==> src/rtl/muldiv_ctrl.sv <==
// muldiv_ctrl: HI/LO multiply/divide sequencer for the MIPS core.
//   Accepts MULT/MULTU/DIV/DIVU/MTHI/MTLO, owns the architectural HI/LO pair,
//   drives an external pipelined multiplier (fixed latency MUL_LATENCY) and
//   runs an internal 32-step restoring divider.
// Ports:
//   clk, reset          clock, synchronous active-high reset
//   op_valid, op        request strobe and 3-bit op code (110/111 reserved)
//   op_a, op_b          rs / rt operands
//   busy, done          op in flight / one-cycle completion pulse
//   hi, lo              architectural HI / LO
//   mul_a, mul_b        latched multiplier operands
//   mul_signed          1 = signed multiply
//   mul_hi, mul_lo      product returned by the external multiplier
module muldiv_ctrl #(
  parameter int MUL_LATENCY = 2
) (
  input  logic        clk,
  input  logic        reset,
  input  logic        op_valid,
  input  logic [2:0]  op,
  input  logic [31:0] op_a,
  input  logic [31:0] op_b,
  output logic        busy,
  output logic        done,
  output logic [31:0] hi,
  output logic [31:0] lo,
  output logic [31:0] mul_a,
  output logic [31:0] mul_b,
  output logic        mul_signed,
  input  logic [31:0] mul_hi,
  input  logic [31:0] mul_lo
);

  localparam logic [5:0] MUL_LAST = 6'(MUL_LATENCY - 1);
  localparam logic [5:0] DIV_LAST = 6'd31;

  typedef enum logic [1:0] {
    S_IDLE     = 2'd0,
    S_MUL_WAIT = 2'd1,
    S_DIV_ITER = 2'd2,
    S_DIV_FIX  = 2'd3
  } state_e;

  state_e      state_q, state_d;
  logic [5:0]  cnt_q, cnt_d;
  logic [31:0] hi_q, hi_d, lo_q, lo_d;
  logic [31:0] mul_a_q, mul_a_d, mul_b_q, mul_b_d;
  logic        mul_signed_q, mul_signed_d;
  logic        busy_q, busy_d, done_q, done_d;
  // quo_q starts as the dividend magnitude and fills with quotient bits
  logic [31:0] rem_q, rem_d, quo_q, quo_d, dvs_q, dvs_d;
  logic        q_neg_q, q_neg_d, r_neg_q, r_neg_d;

  logic        div_signed_s;
  logic [32:0] rem_sh_s, diff_s;

  assign div_signed_s = ~op[0];
  // One restoring step: shift next dividend bit into the partial remainder,
  // then trial-subtract; bit 32 of the difference is the borrow.
  assign rem_sh_s = {rem_q, quo_q[31]};
  assign diff_s   = rem_sh_s - {1'b0, dvs_q};

  // Next-state and datapath update
  always_comb begin
    state_d      = state_q;
    cnt_d        = cnt_q;
    hi_d         = hi_q;
    lo_d         = lo_q;
    mul_a_d      = mul_a_q;
    mul_b_d      = mul_b_q;
    mul_signed_d = mul_signed_q;
    done_d       = 1'b0;
    rem_d        = rem_q;
    quo_d        = quo_q;
    dvs_d        = dvs_q;
    q_neg_d      = q_neg_q;
    r_neg_d      = r_neg_q;
    case (state_q)
      S_IDLE: begin
        if (op_valid) begin
          case (op)
            3'b000, 3'b001: begin
              mul_a_d      = op_a;
              mul_b_d      = op_b;
              mul_signed_d = ~op[0];
              cnt_d        = 6'd0;
              state_d      = S_MUL_WAIT;
            end
            3'b010, 3'b011: begin
              if (op_b == 32'd0) begin
                // Divide by zero: skip iterations, fixed result, no sign fixup
                quo_d   = 32'hFFFF_FFFF;
                rem_d   = op_a;
                q_neg_d = 1'b0;
                r_neg_d = 1'b0;
                state_d = S_DIV_FIX;
              end else begin
                dvs_d   = (div_signed_s && op_b[31]) ? (32'd0 - op_b) : op_b;
                quo_d   = (div_signed_s && op_a[31]) ? (32'd0 - op_a) : op_a;
                q_neg_d = div_signed_s & (op_a[31] ^ op_b[31]);
                r_neg_d = div_signed_s & op_a[31];
                rem_d   = 32'd0;
                cnt_d   = 6'd0;
                state_d = S_DIV_ITER;
              end
            end
            3'b100: begin
              hi_d   = op_a;
              done_d = 1'b1;
            end
            3'b101: begin
              lo_d   = op_a;
              done_d = 1'b1;
            end
            default: begin
              done_d = 1'b1;
            end
          endcase
        end else begin
          state_d = S_IDLE;
        end
      end
      S_MUL_WAIT: begin
        if (cnt_q == MUL_LAST) begin
          hi_d    = mul_hi;
          lo_d    = mul_lo;
          done_d  = 1'b1;
          state_d = S_IDLE;
        end else begin
          cnt_d = cnt_q + 6'd1;
        end
      end
      S_DIV_ITER: begin
        if (!diff_s[32]) begin
          rem_d = diff_s[31:0];
          quo_d = {quo_q[30:0], 1'b1};
        end else begin
          rem_d = rem_sh_s[31:0];
          quo_d = {quo_q[30:0], 1'b0};
        end
        if (cnt_q == DIV_LAST) begin
          state_d = S_DIV_FIX;
        end else begin
          cnt_d = cnt_q + 6'd1;
        end
      end
      S_DIV_FIX: begin
        lo_d    = q_neg_q ? (32'd0 - quo_q) : quo_q;
        hi_d    = r_neg_q ? (32'd0 - rem_q) : rem_q;
        done_d  = 1'b1;
        state_d = S_IDLE;
      end
      default: begin
        state_d = S_IDLE;
      end
    endcase
    busy_d = (state_d != S_IDLE);
  end

  // State and datapath registers
  always_ff @(posedge clk) begin
    if (reset) begin
      state_q      <= S_IDLE;
      cnt_q        <= 6'd0;
      hi_q         <= 32'd0;
      lo_q         <= 32'd0;
      mul_a_q      <= 32'd0;
      mul_b_q      <= 32'd0;
      mul_signed_q <= 1'b0;
      busy_q       <= 1'b0;
      done_q       <= 1'b0;
      rem_q        <= 32'd0;
      quo_q        <= 32'd0;
      dvs_q        <= 32'd0;
      q_neg_q      <= 1'b0;
      r_neg_q      <= 1'b0;
    end else begin
      state_q      <= state_d;
      cnt_q        <= cnt_d;
      hi_q         <= hi_d;
      lo_q         <= lo_d;
      mul_a_q      <= mul_a_d;
      mul_b_q      <= mul_b_d;
      mul_signed_q <= mul_signed_d;
      busy_q       <= busy_d;
      done_q       <= done_d;
      rem_q        <= rem_d;
      quo_q        <= quo_d;
      dvs_q        <= dvs_d;
      q_neg_q      <= q_neg_d;
      r_neg_q      <= r_neg_d;
    end
  end

  assign busy       = busy_q;
  assign done       = done_q;
  assign hi         = hi_q;
  assign lo         = lo_q;
  assign mul_a      = mul_a_q;
  assign mul_b      = mul_b_q;
  assign mul_signed = mul_signed_q;

endmodule

==> config.mk <==
export PLATFORM = sky130hd
export DESIGN_NAME = muldiv_ctrl
export DESIGN_NICKNAME = d
export VERILOG_FILES = /design/src/rtl/muldiv_ctrl.sv
export SDC_FILE = /design/constraint.sdc
export NUM_CORES = 1
export LEC_CHECK = 0
export CORE_MARGIN = 2
export CORE_UTILIZATION = 40
export DETAILED_ROUTE_END_ITERATION = 7
export PLACE_DENSITY_LB_ADDON = 0.2
export RECOVER_POWER = 50
export SYNTH_ARGS = -nofsm -noshare
export SYNTH_HDL_FRONTEND = slang
export SYNTH_SLANG_ARGS = --single-unit
==> constraint.sdc <==
create_clock -name clk -period 9.8 [get_ports clk]
set_clock_uncertainty 0.05 [all_clocks]
set_input_delay 1.47 -clock clk [delete_from_list [all_inputs] [get_ports clk]]
set_output_delay 1.47 -clock clk [all_outputs]
set_load 0.01 [all_outputs]
* Word level (Yosys, flattened, before mapping)
Index checks and enable logic that the tools add are counted.
Cells by class: add/sub/neg operators 6, multipliers 0, divide/modulo/power cells 0, magnitude comparators 0, equality and inequality tests 19, shift operators 0, mux-type cells 40, bitwise operators 5, reductions and logical operators 19
Operators by type and width (count):
- 32-bit two-way mux | 17
- 32-bit case mux with 3 select lines | 2
- 32-bit case mux with 2 select lines | 2
- 1-bit by 32-bit subtractor with 32-bit output (first input constant) | 4
- 33-bit by 32-bit subtractor with 33-bit output | 1
- 32-bit zero test | 1
- 6-bit two-way mux | 4
- 6-bit case mux with 3 select lines | 1
- 6-bit case mux with 2 select lines | 1
- 4-bit AND reduction | 3
- 3-bit AND reduction | 3
- 2-bit inequality test (second input constant) | 4
- 2-bit case mux with 4 select lines | 1
- 1-bit two-way mux | 7
- 6-bit by 1-bit adder with 6-bit output (second input constant) | 1
- 3-bit by 2-bit equality test with 1-bit output (second input constant) | 2
- 3-bit equality test (second input constant) | 2
- 6-bit by 1-bit equality test with 1-bit output (second input constant) | 1
- 6-bit by 5-bit equality test with 1-bit output (second input constant) | 1
- 2-bit two-way mux | 3
- 2-bit by 1-bit inequality test with 1-bit output (second input constant) | 3
- 6-bit AND reduction | 1
- 3-bit nonzero test | 2
- 2-bit equality test (second input constant) | 2
- other kinds (15) | 20
Word-level totals: register bits after elaboration 237, bits in latches 0, RAM bits 0, memory bits (read-only) 0, input bits 134, output and inout bits 131, logic and storage cells 103, memories kept 0

* Depth between registers and ports, before layout
word-level depth 7, gate-level depth with buffers 13, depth with buffers taken out 12

* Worst setup path before layout
No wires, ideal clock.
path kind in2reg, start point in op_a[6], end point reg quo_q[29], setup time 0.070 ns, data arrival time 3.656 ns, required time 9.680 ns, slack 6.023 ns, stages on the path 10, buffers on the path 1, cells stage by stage buf_2 -> or4_4 -> or4_4 -> nor3_4 -> and2_4 -> nand2_2 -> o31ai_2 -> xnor2_1 -> o221ai_1 -> a21oi_1
Between the ends: cells in the longest elaborated chain, start to end 6
RTL lines:
- from (decl) | RTL line 21 | input logic [31:0] op_a,
- 1-bit by 32-bit subtractor with 32-bit output | RTL line 99 | quo_d = (div_signed_s && op_a[31]) ? (32'd0 - op_a) : op_a;
- 32-bit two-way mux | RTL line 99
- 32-bit two-way mux | RTL line 90 | if (op_b == 32'd0) begin
- 32-bit two-way mux | RTL line 81 | case (op)
- 32-bit two-way mux | RTL line 80 | if (op_valid) begin
- 32-bit case mux with 2 select lines | RTL line 78 | case (state_q)
- to (signal assigned) | RTL line 188 | quo_q <= quo_d;
- to (decl) | RTL line 51 | logic [31:0] rem_q, rem_d, quo_q, quo_d, dvs_q, dvs_d;
Every way passes these cells. The select of a mux whose other input is x is not followed. A chain may end at the register's enable or synchronous reset.

* Worst setup path in the final report
start point in reset, end point reg done_q (netlist: done)
RTL lines:
- from (decl) | RTL line 18 | input logic reset,
- to (signal assigned) | RTL line 186 | done_q <= done_d;
- to (decl) | RTL line 49 | logic busy_q, busy_d, done_q, done_d;
No word-level cell between the ends.

==> Implementation_results.wiki <==
{| class="wikitable"
! Metric !! Value
|-
| Final worst slack || 3.14 ns
|-
| I/O pins || 265
|-
| Cell types with the highest counts after synthesis || 244 x nand2_1, 237 x dfxtp_1, 209 x a21oi_1
|-
| # H-tree levels || 1
|-
| Portion of total power attributed to the clock network || 0.391
|-
| Synthesis-stage register bit count || 237
|-
| List of cells traversed by the critical path || clkbuf_1, clkbuf_1, a311oi_1
|-
| Post-route DRC || 0
|-
| EDFF count, synth || 0
|-
| Fraction of the yosys area taken by sequential cells || 0.323
|-
| Leakage power || a little under 7 nW
|-
| Min-delay src || mul_a[21]
|-
| Mapped Avg Cell Area || 7.71 µm²
|-
| Final #Nets || about 2300
|-
| Height of the die || 196 µm
|-
| Setup repair after global routing missed its margin || no
|-
| Most instantiated library cell after synthesis || nand2_1
|-
| Number of antenna violations at the first check in global routing || 1
|-
| Design internal power || 0.00205 W
|-
| Count of final max-slew check failures || 237
|-
| Cell type with the largest total area after synthesis || dfxtp_1
|-
| HPWL Detailed || between 40000 and 50000 µm
|-
| Worst slew slack as a fraction of its limit || -1.53
|-
| Post-CTS Repair Setup Buffers || 0
|-
| Launch instance of the worst register-to-register path || rem_q[0]
|-
| Die Wd || 196 µm
|-
| Setup CP Type || primary input to register
|-
| Routed wire length || ~56000 µm
|-
| Status || finished, violations left
|-
| Antenna diode count || 0
|-
| Multiplexer fraction of the synthesized cell area || 0.0185
|-
| Parity-gate share of the synthesized area counting xor and xnor cells || 0.0863
|-
| Shortest clock period the worst path allows after layout || 6.66 ns
|-
| Destination of the worst hold path || mul_a[21]
|-
| Mapped Area || 14700 µm²
|-
| Area overhead of the layout relative to synthesis || 26.1%
|-
| Post-CTS Resized || 0
|-
| Placement-stage worst setup slack || 4.46 ns
|-
| Sw Ratio || 0.318
|-
| Clock latency of the later-clocked register in the worst-skew pair || between 0.5 and 0.6 ns
|-
| Worst hold path stage count || 2
|-
| IO buf count || around 260
|-
| Number of instances in the synthesized netlist || ~1900
|-
| Simple-gate area share of the yosys netlist || 0.208
|-
| Leading register cell type out of synthesis || dfxtp_1
|-
| Relative contribution of sequential cells to total power || 0.352
|-
| Setup_tns || 0 ns
|-
| Required time of the critical path || about 10 ns
|-
| Maximum number of pins on one net before global-route repair || 83
|-
| Total power draw || 0.00300 W
|-
| Share of synthesized cell area in full adder, half adder and majority cells || 0.0379
|-
| FF+latch area || 4740 µm²
|-
| Violated checks || max-capacitance violations, max-slew violations
|-
| Root cell of the clock tree || clkbuf_16
|-
| Kind of start point of the critical path || primary input
|-
| Number of max-cap violations || 3
|-
| Clock slew seen by the registers of the worst setup and hold paths || 0.06 ns
|-
| Maximum clock frequency || 150 MHz
|-
| Compound-Gate Fraction of Synth Area || 0.269
|-
| CP max FO || 82
|-
| Std-Cell Rows || 70
|-
| Number of inserted filler cells in the final layout || 3551
|-
| TritonCTS clock tree || done
|-
| Placed Instance Area || roughly 18000 µm²
|-
| Share of total power in combinational logic || 0.258
|-
| Period Utilization, post-route || 0.679
|-
| Pre-Repair DR Iteration Count || 5
|-
| Total nets after synthesis || 2086
|-
| Endpoint type of the worst setup path || register
|-
| Top cell type's share of synthesized area || 0.323
|-
| Final std cell area, no fill || 18500 µm²
|-
| Setup slack of the worst register-to-register path || 5.69 ns
|-
| Pin slew with the least headroom to its limit || 3.80 ns
|-
| Cell variety after synth || 87
|-
| Async SR Flop Fraction || 0
|-
| Final estimated routing congestion in global placement || 0.916
|-
| DR WL/cell || 21.7 µm
|-
| Number of cells traversed by the worst register-to-register path || 11
|-
| Worst min-delay path category || register to register
|-
| Number of buffers between clock root and the deepest sink || 3
|-
| Number of DRC violations after detailed-routing iteration 0 || 1470
|-
| Initial Util || 0.404
|-
| Reg-to-Reg End || rem_q[24]
|-
| IR Drop Worst-Case VDD || around 0.14 mV
|-
| Data arrival time of the worst path || 6.85 ns
|-
| Top post-synthesis cells by area || dfxtp_1 32%, a21oi_1 7.1%, nand2_1 6.2%
|-
| Clock sink total || 237
|-
| Via count || 15100
|-
| Main combinational cell family by area after synthesis || compound AO/OA/AOI/OAI gates
|-
| Final Hold Viols || 0
|-
| Critical-path cell with the highest stage delay || clkbuf_1
|-
| Total Die Area || 38300 µm²
|-
| Post-detailed-route count of antenna-violating nets || 0
|-
| Global route total overflow || 0
|-
| Maximum cell stage delay along the critical path || ~2.8 ns
|-
| Final Setup Violations || 0
|-
| Area of combinational cells with multiple inputs || slightly above 9000 µm²
|-
| Core area || about 36000 µm²
|-
| Power dissipated by switching net loads || ~0.00095 W
|-
| First-pass GRT wire length || 84900 µm
|-
| Via count of the first global-routing pass || 14100
|-
| Share of cells above drive strength 1 || 0.0658
|-
| Hold buffer count at CTS || 0
|-
| Vias per cell || 5.87
|-
| Total of warnings raised by yosys || 0
|-
| Cell repeated most along the worst path || clkbuf_1
|-
| Power density cells || 162 nW/µm²
|-
| Global-route usage over all layers || 0.283
|-
| CTS buffer count || 29
|}
-- how the worst max path moves through the flow --
stage,from,to
floorplan,op_a[6],quo_q[29]
global placement,op_b[2],rem_q[3]
detailed placement,op_b[2],rem_q[19]
CTS,op_b[2],rem_q[19]
global route,reset,done
finish,reset,done
-- power by group through the flow --
stage	clock, W	sequential (W)	combinational, W
after floorplan	0	0.00107	0.000510
after global placement	0	0.00107	0.000765
after detailed placement	0	0.00108	0.000768
after CTS	0.00119	0.00105	0.000773
after global routing	0.00123	0.00106	0.000840
final	0.00117	0.00106	0.000773
-- sequential cells by signal (all words and copies together) (netlist names), 2 cells and up --
signal / flops
dvs_q: 32
hi: 32
lo: 32
mul_a: 32
mul_b: 32
quo_q: 32
rem_q: 32
cnt_q: 6
state_q: 2
-- metrics by stage --
stage / util / hold slack (ns) / std cells
floorplan: - / 0.400 / 1908
global placement: 0.481 / 0.392 / 2511
CTS: 0.509 / 0.404 / 2565
detailed placement: 0.481 / 0.396 / 2511
global route: 0.509 / 0.419 / 2565
finish: 0.509 / 0.399 / 2565
-- cells by family (layout without fill, tap and decap cells) --
kind of cell    Yosys count  after routing
buf+inv                 212            401
flops                   237            237
fa+ha+maj                44             44
compound gates          581            581
simple gates            664            664
xor+xnor                145            145
mux                      25             25
-- cells in the final DEF, fill, tap and decap left out, types with 6 or more instances in the layout --
master	Yosys	final
o221ai_1	27	27
nor2_1	200	198
o211ai_1	10	10
o31ai_1	30	30
nor4_1	9	9
mux2_2	17	17
a21o_1	7	7
and2_1	14	14
buf_4	4	18
nor3_1	74	73
nand2b_1	10	10
nand2_1	244	244
a21oi_1	209	209
nand3_1	22	22
a211oi_1	69	69
o21a_1	13	12
dlygate4sd3_1	0	118
nand4_1	13	13
dfxtp_1	237	237
xor2_1	42	42
a311oi_1	9	9
ha_1	43	41
o21bai_1	6	6
clkdlybuf4s50_1	0	145
a221o_1	29	29
nor2b_1	6	6
inv_1	63	63
clkinv_2	0	6
nand3b_1	6	6
a221oi_1	44	44
xnor2_1	103	103
o21ai_0	53	52
o41ai_1	12	12
mux2i_1	8	8
or4_1	9	9
a31oi_1	17	17
or3_1	20	19
clkbuf_16	0	29
a22oi_1	11	11
-- metal layers --
| metal | GRT usage | share of wire | up-vias |
|---|---|---|---|
| met3 | 0.0481 | 0.082 | 99 |
| met4 | 0.119 | 0.046 | 0 |
| met2 | 0.423 | 0.42 | 651 |
| met5 | 0 | 0 | - |
| li1 | - | - | 7237 |
| met1 | 0.400 | 0.45 | 7070 |
-- area by class of cell --
type	instances	area share
Timing Repair Buffer	284	0.150
Inverter	63	0.0128
Clock inverter	19	0.0132
Clock buffer	35	0.0430
Multi-Input combinational cell	1459	0.494
Sequential cell	237	0.256
Tap cell	468	0.0316
-- worst max-delay path: cells and delay by family --
family	cells	cell delay (ns)
compound gates	1	0.30
buf+inv	2	4.99
No activity file was read; power rests on OpenSTA's default activity.
